`src/rtl/yarp_pkg.sv`:
```
// Shared core package: vector row type, load/store sequencer state encoding
// and vector geometry constants.
package yarp_pkg;

  localparam int VEC_WORDS_PER_ROW = 4;

  typedef logic [127:0] vec_row_t;

  typedef enum logic [1:0] {
    IDLE,
    REQ,
    WAIT_R,
    DONE
  } vls_state_e;

endpackage

```
`src/rtl/vec_ldst_seq.sv`:
```
// Vector load/store sequencer: splits a ROWS x ROW_BITS transfer into 32-bit
// req/gnt/rvalid word accesses. Optional misaligned-base trap: VEC_LDST_ERR_EN.
module vec_ldst_seq
  import yarp_pkg::*;
#(
  parameter int ROWS       = 4,
  parameter int ROW_BITS   = 128,
  parameter int ROW_STRIDE = 16
) (
  input  logic                     clk,
  input  logic                     reset_n,
  input  logic                     start_load_i,
  input  logic                     start_store_i,
  input  logic [31:0]              base_addr_i,
  input  logic [ROWS*ROW_BITS-1:0] st_data_i,
  output logic                     busy_o,
  output logic                     done_o,
  output logic [ROWS*ROW_BITS-1:0] ld_data_o,
  output logic                     err_o,
  output logic                     mem_req_o,
  output logic                     mem_wr_o,
  output logic [31:0]              mem_addr_o,
  output logic [31:0]              mem_wdata_o,
  input  logic                     mem_gnt_i,
  input  logic                     mem_rvalid_i,
  input  logic [31:0]              mem_rdata_i
);

  localparam int WPR = ROW_BITS / 32;
  localparam int RW  = (ROWS > 1) ? $clog2(ROWS) : 1;
  localparam int WW  = (WPR > 1) ? $clog2(WPR) : 1;

  vls_state_e    state_q, state_d;
  logic [RW-1:0] row_q, row_d;
  logic [WW-1:0] word_q, word_d;
  logic [31:0]   row_addr_q, row_addr_d;
  logic          wr_q, wr_d;
  logic [31:0]   st_buf_q [ROWS][WPR];
  logic [31:0]   st_buf_d [ROWS][WPR];
  logic [31:0]   ld_buf_q [ROWS][WPR];
  logic [31:0]   ld_buf_d [ROWS][WPR];

  logic        start;
  logic        last_word;
  logic        advance;
  logic        misaligned;
  logic [31:0] base_aligned;

  assign start     = start_load_i | start_store_i;
  assign last_word = (row_q == RW'(ROWS - 1)) && (word_q == WW'(WPR - 1));

`ifdef VEC_LDST_ERR_EN
  logic err_q, err_d;
  assign misaligned   = |base_addr_i[1:0];
  assign base_aligned = base_addr_i;
`else
  // Low address bits are simply dropped, so a misaligned base reads/writes
  // the enclosing word-aligned block.
  assign misaligned   = 1'b0;
  assign base_aligned = base_addr_i & 32'hFFFF_FFFC;
`endif

  always_comb begin
    state_d    = state_q;
    row_d      = row_q;
    word_d     = word_q;
    row_addr_d = row_addr_q;
    wr_d       = wr_q;
    st_buf_d   = st_buf_q;
    ld_buf_d   = ld_buf_q;
    advance    = 1'b0;
`ifdef VEC_LDST_ERR_EN
    err_d      = 1'b0;
`endif

    case (state_q)
      IDLE: begin
        if (start) begin
          wr_d       = ~start_load_i;
          row_d      = '0;
          word_d     = '0;
          row_addr_d = base_aligned;
          if (!start_load_i) begin
            for (int r = 0; r < ROWS; r++) begin
              for (int w = 0; w < WPR; w++) begin
                st_buf_d[r][w] = st_data_i[r*ROW_BITS + 32*w +: 32];
              end
            end
          end
          if (misaligned) begin
            state_d = DONE;
`ifdef VEC_LDST_ERR_EN
            err_d   = 1'b1;
`endif
          end else begin
            state_d = REQ;
          end
        end
      end

      REQ: begin
        if (mem_gnt_i) begin
          if (!wr_q) begin
            state_d = WAIT_R;
          end else if (last_word) begin
            state_d = DONE;
          end else begin
            advance = 1'b1;
          end
        end
      end

      WAIT_R: begin
        if (mem_rvalid_i) begin
          ld_buf_d[row_q][word_q] = mem_rdata_i;
          if (last_word) begin
            state_d = DONE;
          end else begin
            advance = 1'b1;
            state_d = REQ;
          end
        end
      end

      DONE: begin
        state_d = IDLE;
      end

      default: begin
        state_d = IDLE;
      end
    endcase

    // Row base is accumulated rather than multiplied; word offset is added on output.
    if (advance) begin
      if (word_q == WW'(WPR - 1)) begin
        word_d     = '0;
        row_d      = row_q + RW'(1);
        row_addr_d = row_addr_q + 32'(ROW_STRIDE);
      end else begin
        word_d     = word_q + WW'(1);
      end
    end
  end

  always_ff @(posedge clk or negedge reset_n) begin
    if (!reset_n) begin
      state_q    <= IDLE;
      row_q      <= '0;
      word_q     <= '0;
      row_addr_q <= '0;
      wr_q       <= 1'b0;
      for (int r = 0; r < ROWS; r++) begin
        for (int w = 0; w < WPR; w++) begin
          st_buf_q[r][w] <= '0;
          ld_buf_q[r][w] <= '0;
        end
      end
    end else begin
      state_q    <= state_d;
      row_q      <= row_d;
      word_q     <= word_d;
      row_addr_q <= row_addr_d;
      wr_q       <= wr_d;
      st_buf_q   <= st_buf_d;
      ld_buf_q   <= ld_buf_d;
    end
  end

`ifdef VEC_LDST_ERR_EN
  always_ff @(posedge clk or negedge reset_n) begin
    if (!reset_n) begin
      err_q <= 1'b0;
    end else begin
      err_q <= err_d;
    end
  end

  assign err_o = err_q & (state_q == DONE);
`else
  assign err_o = 1'b0;
`endif

  assign busy_o      = (state_q != IDLE);
  assign done_o      = (state_q == DONE);
  assign mem_req_o   = (state_q == REQ);
  assign mem_wr_o    = mem_req_o & wr_q;
  assign mem_addr_o  = row_addr_q + (32'(word_q) << 2);
  assign mem_wdata_o = st_buf_q[row_q][word_q];

  for (genvar gi = 0; gi < ROWS; gi++) begin : g_ld_row
    for (genvar gj = 0; gj < WPR; gj++) begin : g_ld_word
      assign ld_data_o[gi*ROW_BITS + 32*gj +: 32] = ld_buf_q[gi][gj];
    end
  end

endmodule

```
`config.mk`:
```
export PLATFORM = sky130hd
export DESIGN_NAME = vec_ldst_seq
export DESIGN_NICKNAME = d
export VERILOG_FILES = /design/src/rtl/yarp_pkg.sv /design/src/rtl/vec_ldst_seq.sv
export SDC_FILE = /design/constraint.sdc
export NUM_CORES = 1
export LEC_CHECK = 0
export CORE_AREA = 5 5 455 457
export DETAILED_ROUTE_END_ITERATION = 10
export DIE_AREA = 0 0 460 462
export PLACE_DENSITY = 0.52
export SKIP_CTS_REPAIR_TIMING = 1
export SLEW_MARGIN = 40
export SYNTH_ARGS = -nofsm -noshare
export SYNTH_HDL_FRONTEND = slang
export SYNTH_SLANG_ARGS = --single-unit
```
`constraint.sdc`:
```
create_clock -name clk -period 5.89 [get_ports clk]
set_input_delay 1.4725 -clock clk [delete_from_list [all_inputs] [get_ports clk]]
set_output_delay 1.4725 -clock clk [all_outputs]
set_load 0.005 [all_outputs]
```
After elaboration in Yosys (flattened, before gate mapping) --
Cells that the tools add are included.
Storage, ports and cells: register bits 1063, output and inout port bits 581, word-level logic and storage cells 106
Operators by class: add/sub/neg operators 4, order comparisons 4, eq/ne operators 9, muxes and demuxes 35, bitwise gates (word level) 5, reduce and logical (&&, ||, !) cells 12
Operators with widths (number):
- 512-bit bitwise mux | 1
- 128-bit two-way mux | 3
- 128-bit binary-select mux with 2-bit select | 1
- 128-bit demux with 2-bit select | 1
- 32-bit two-way mux | 7
- 32-bit binary-select mux with 2-bit select | 1
- 32-bit demux with 2-bit select | 1
- 32-bit by 4-bit adder with 32-bit output | 1
- 32-bit by 5-bit adder with 32-bit output, second input constant | 1
- 2-bit two-way mux | 14
- 2-bit == test, second input constant | 4
- 2-bit one-hot mux with 4 select lines | 1
- 3-bit >= comparator, second input constant | 2
- 3-bit by 1-bit < comparator with 1-bit output, second input constant | 2
- 2-bit NOT with 3-bit output | 2
- 2-bit AND reduction | 3
- 2-bit nonzero test | 3
- 2-bit by 1-bit adder with 2-bit output, second input constant | 2
- 1-bit two-way mux | 4
- 2-bit inequality test, second input constant | 2
- 4-bit AND reduction | 1
- 1-bit logical AND | 3
- 3-bit by 2-bit inequality test with 1-bit output, second input constant | 1
- 3-bit AND reduction | 1
- 7 further kinds | 7

Logic depth before layout (Yosys ltp) --
Gate-level depths: netlist of the first run.
word-level depth 8, gate-level depth with buffers 10, gate-level depth less buffers 7

Least setup slack after synthesis of the first run --
No wires, ideal clock.
path kind flip-flop to output port, start reg word_q[1], end out mem_addr_o[26], data arrival time 2.453 ns, required time 4.418 ns, setup slack 1.964 ns, cell stages (with the launch flop) 9, buffers on the path 2, cells stage by stage dfrtp_1 > clkbuf_1 > clkbuf_1 > inv_1 > fa_1 > or3_1 > nor3_1 > nand3_1 > xnor2_1
On the way: cells in the longest elaborated chain, start to end 1
RTL lines:
- start: declaration | line vec_ldst_seq.sv:35 | logic [WW-1:0] word_q, word_d;
- start signal: assignment | line vec_ldst_seq.sv:162 | word_q <= word_d;
- 32-bit by 4-bit adder with 32-bit output | line vec_ldst_seq.sv:188 | assign mem_addr_o = row_addr_q + (32'(word_q) << 2);
- end: declaration | line vec_ldst_seq.sv:22 | output logic [31:0] mem_addr_o,
No other way between the ends.

Final worst setup path of the first run --
start reg word_q[0], end out mem_addr_o[26]
The elaborated chain is that of the path after synthesis.

==> results.sh, run 1 <==
export IMPL_die_area_mm2=0.213
export IMPL_cts_tree="yes"
export IMPL_yosysTopAreaCellShare_pct=59.7
export IMPL_yosys_most_used_dff="dfrtp_1"
export IMPL_start_util_pct=21.9
export IMPL_vias=29000
export IMPL_cts_max_level=4
export IMPL_routed_top_layer="met5"
export IMPL_ys_seq_area_share_pct=59.7
export IMPL_slowest_stage="fa_1"
export IMPL_wl_met3_um=17600
export IMPL_hold_start="st_buf_q[18]$_DFFE_PN0P_"
export IMPL_yosysWarnings=0
export IMPL_wirelength_um=171000
export IMPL_synthesis_area_mm2=0.0446
export IMPL_chipHeight_um=462
export IMPL_worstPathArrival_ns=3.93
export IMPL_grt_max_degree=120
export IMPL_port_buffer_count=1159
export IMPL_leakage_nw=27.8
export IMPL_post_route_period_util_pct=91.6
export IMPL_synth_cell_types=58
export IMPL_drc_errors=0
export IMPL_worst_path_buf_inv=2
export IMPL_p_switching_mw=7.59
export IMPL_die_x_um=460
export IMPL_drive_gt1_share_pct=13.7
export IMPL_cp_start_kind="flip-flop"
export IMPL_status="completed"
export IMPL_wl_per_cell_um=25.3
export IMPL_pwr_density_cell_mw_per_mm2=408
export IMPL_clock_latency_ns=0.77
export IMPL_vias_per_cell=4.29
export IMPL_hold_class="reg -> reg"
export IMPL_fillers=20400
export IMPL_worstSetupEndpointType="output pin"
export IMPL_max_stage_delay_ns=0.61
export IMPL_ctsLongestPathBuffers=3
export IMPL_r2r_start="row_q[0]$_DFF_PN0_"
export IMPL_detail_route_iter0_violations=1457
export IMPL_cts_inserted_buffers=130
export IMPL_rows=166
export IMPL_grt_use_total_pct=15.7
export IMPL_ir_drop_mv=0.274
export IMPL_overflow=0
export IMPL_tightest_slew_ns=0.886
export IMPL_final_hold_viol_count=0
export IMPL_p_comb_share_pct=26.1
export IMPL_path_max_fanout=11
export IMPL_grt_pass1_wl_um=238000
export IMPL_cts_root_buf="clkbuf_16"
export IMPL_hold_depth=1
export IMPL_rrSetupSlack_ns=2.44
export IMPL_finalCriticalPeriod_ns=5.40
export IMPL_syn_nets=3356
export IMPL_area_growth_pct=43.4
export IMPL_final_nets=4534
export IMPL_path_delay_family="simple AND/OR/NAND/NOR gates"
export IMPL_worstSetupPathType="reg -> out"
export IMPL_finClkSkew_ns=0.0366
export IMPL_cts_sinks=1063
export IMPL_synth_top_area_cell="dfrtp_1"
export IMPL_ant_nets=0
export IMPL_r2r_end="ld_data_o[319]$_DFFE_PN0P_"
export IMPL_met2_length_um=83000
export IMPL_cts_reportedPaths_clkPinSlew_ns=0.06
export IMPL_relSlewSlack_pct=40.8
export IMPL_setup_violations=0
export IMPL_worstRegToRegCells=7
export IMPL_place_hpwl_um=129000
export IMPL_synth_area_leaders="dfrtp_1 (60%), mux2_1 (24%), mux4_2 (8.1%), mux2_2 (1.8%), buf_2 (0.66%)"
export IMPL_syn_area_per_cell_um2=16.2
export IMPL_coreArea_mm2=0.203
export IMPL_max_freq_mhz=185
export IMPL_drt_first_pass_iters=5
export IMPL_synth_edf_count=0
export IMPL_antenna_found_initial=111
export IMPL_ioPinCount=1163
export IMPL_ys_ff_latch=1063
export IMPL_async_flop_share_pct=100
export IMPL_power_internal_mw=18.5
export IMPL_worstPathCellList="ha_1, inv_1, fa_1, or3_1, nor3_1, nand3_1, xnor2_1, clkdlybuf4s50_1"
export IMPL_startpoint="word_q[0]$_DFFE_PN0P_"
export IMPL_grt_pass1_vias=30900
export IMPL_rsz0062_at_grt="no"
export IMPL_cap_violations=0
export IMPL_gp_congestion=0.834
export IMPL_drv_slew=0
export IMPL_p_seq_share_pct=43.1
export IMPL_sw_frac_of_total_pct=29.1
export IMPL_hold_end="st_buf_q[18]$_DFFE_PN0P_"
export IMPL_wl_met1_um=64200
export IMPL_synthCells=2758
export IMPL_setup_tns_ns=0
export IMPL_fin_util_pct=31.5
export IMPL_clock_power_share_pct=30.8
export IMPL_crit_required_ns=4.42
==> power groups by stage <==
stage                     clock (mW)  sequential [mW]  combinational [mW]
after floorplan                    0             10.7                3.61
after global placement             0             11.3                6.84
after detailed placement           0             11.4                6.95
after CTS                       8.34             11.3                6.99
after global routing            8.62             11.5                7.39
final                           8.03             11.2                6.80
==> cell usage in the layout, fill, tap and decap left out, types with 7 or more instances in the layout <==
cell type,count
o21ai_1,12
buf_2,15
nand4_1,7
a21oi_1,21
xor2_1,10
nor2_1,28
clkdlybuf4s50_1,1143
and3_1,14
buf_4,57
nand2_2,15
nand2_1,43
inv_6,7
inv_1,15
buf_12,19
dfrtp_1,1060
clkbuf_1,31
clkbuf_8,29
diode_2,37
ha_1,15
xnor2_1,18
clkinv_2,15
mux4_2,160
nand3_1,24
mux2_1,953
mux2_2,71
clkbuf_16,132
nor3_1,15
==> cell families (layout without fill, tap and decap cells) <==
kind of cell             after synthesis  after routing  share of synthesized area, %
multiplexers                        1186           1186                          34.0
buffers and inverters                209           1488                          2.12
XOR/XNOR                              28             28                         0.550
other                                  1             38                       0.00842
AND/OR/NAND/NOR                      179            179                          2.00
adder cells (fa/ha/maj)               16             16                         0.466
flip-flops                          1063           1063                          59.7
AO/OA/AOI/OAI                         76             76                          1.15
==> stage by stage <==
step | instance area [um^2] | hold WS [ns] | setup WS [ns] | instances | total power [mW]
after floorplan | 44600 | 0.450 | 1.96 | 2758 | 14.3
after global placement | 59500 | 0.468 | 1.27 | 6488 | 18.2
after detailed placement | 59500 | 0.475 | 1.29 | 6491 | 18.4
after CTS | 63800 | 0.488 | 0.390 | 6724 | 26.6
after global routing | 63800 | 0.491 | 0.258 | 6739 | 27.5
final | 63900 | 0.483 | 0.492 | 6762 | 26.1
==> final cells by class <==
class,instances,area (um^2),share of cell area (%)
well taps,2688,3360,5.26
flip-flops and latches,1063,26600,41.6
multi-input cells,1486,17100,26.7
inverters,16,61.3,0.0960
clock inverters,41,477,0.746
clock buffers,192,3820,5.98
repair buffers,1239,12400,19.4
diodes,37,92.6,0.145
==> worst max path at each step <==
stage	slack, ns	to	cells after the start
2_1_floorplan	1.96	mem_addr_o[26]	8
3_3_place_gp	1.27	mem_addr_o[26]	8
6_report	0.49	mem_addr_o[26]	8
3_5_place_dp	1.29	mem_addr_o[26]	8
4_1_cts	0.39	mem_addr_o[26]	8
5_1_grt	0.26	mem_addr_o[26]	8
==> sequential cells by signal, indices dropped and copies added (netlist names) <==
name,count
word_q,2
row_q,2
row_addr_q,32
wr_q,1
st_buf_q,512
ld_data_o,512
state_q,2
==> routing by layer <==
layer | vias to the layer above | global-route usage (%)
li1 | 12500 | -
met1 | 14900 | 17.3
met2 | 1063 | 26.5
met3 | 328 | 7.44
met4 | 126 | 5.68
met5 | - | 0
==> synthesized netlist by cell type (2+ instances only) <==
cell type     n
a211oi_1      6
a21oi_1      21
a311oi_1      2
a31oi_1       5
and2_1        4
and3_1       14
and4_1        4
buf_1        53
buf_2        59
buf_4         3
buf_6        10
clkbuf_1     68
dfrtp_1    1063
ha_1         15
inv_1        15
mux2_1      953
mux2_2       71
mux2i_1       2
mux4_2      160
nand2_1      60
nand2b_1      3
nand3_1      24
nand3b_1      3
nand4_1       7
nor2_1       29
nor2b_1       2
nor3_1       15
nor4_1        3
o21ai_0       3
o21ai_1      12
o221a_1       6
o22ai_1       4
o31ai_1       2
o32ai_1       3
or3_1         5
xnor2_1      18
xor2_1       10
Note: power is estimated with default switching activity, not from simulation.
==> run 2, diff against run 1 <==
--- a/config.mk
+++ b/config.mk
@@ -14,3 +14,4 @@
 export SYNTH_ARGS = -nofsm -noshare
 export SYNTH_HDL_FRONTEND = slang
 export SYNTH_SLANG_ARGS = --single-unit
+export TNS_END_PERCENT = 10
==> results of run 2 <==
Same layout as run 1: the final DEF is identical, and so are final timing and power.
==> run 3, diff against run 2 <==
--- a/config.mk
+++ b/config.mk
@@ -5,6 +5,7 @@
 export SDC_FILE = /design/constraint.sdc
 export NUM_CORES = 1
 export LEC_CHECK = 0
+export CAP_MARGIN = 15
 export CORE_AREA = 5 5 455 457
 export DETAILED_ROUTE_END_ITERATION = 10
 export DIE_AREA = 0 0 460 462
==> results of run 3 <==
Same layout as run 1: the final DEF is identical, and so are final timing and power.
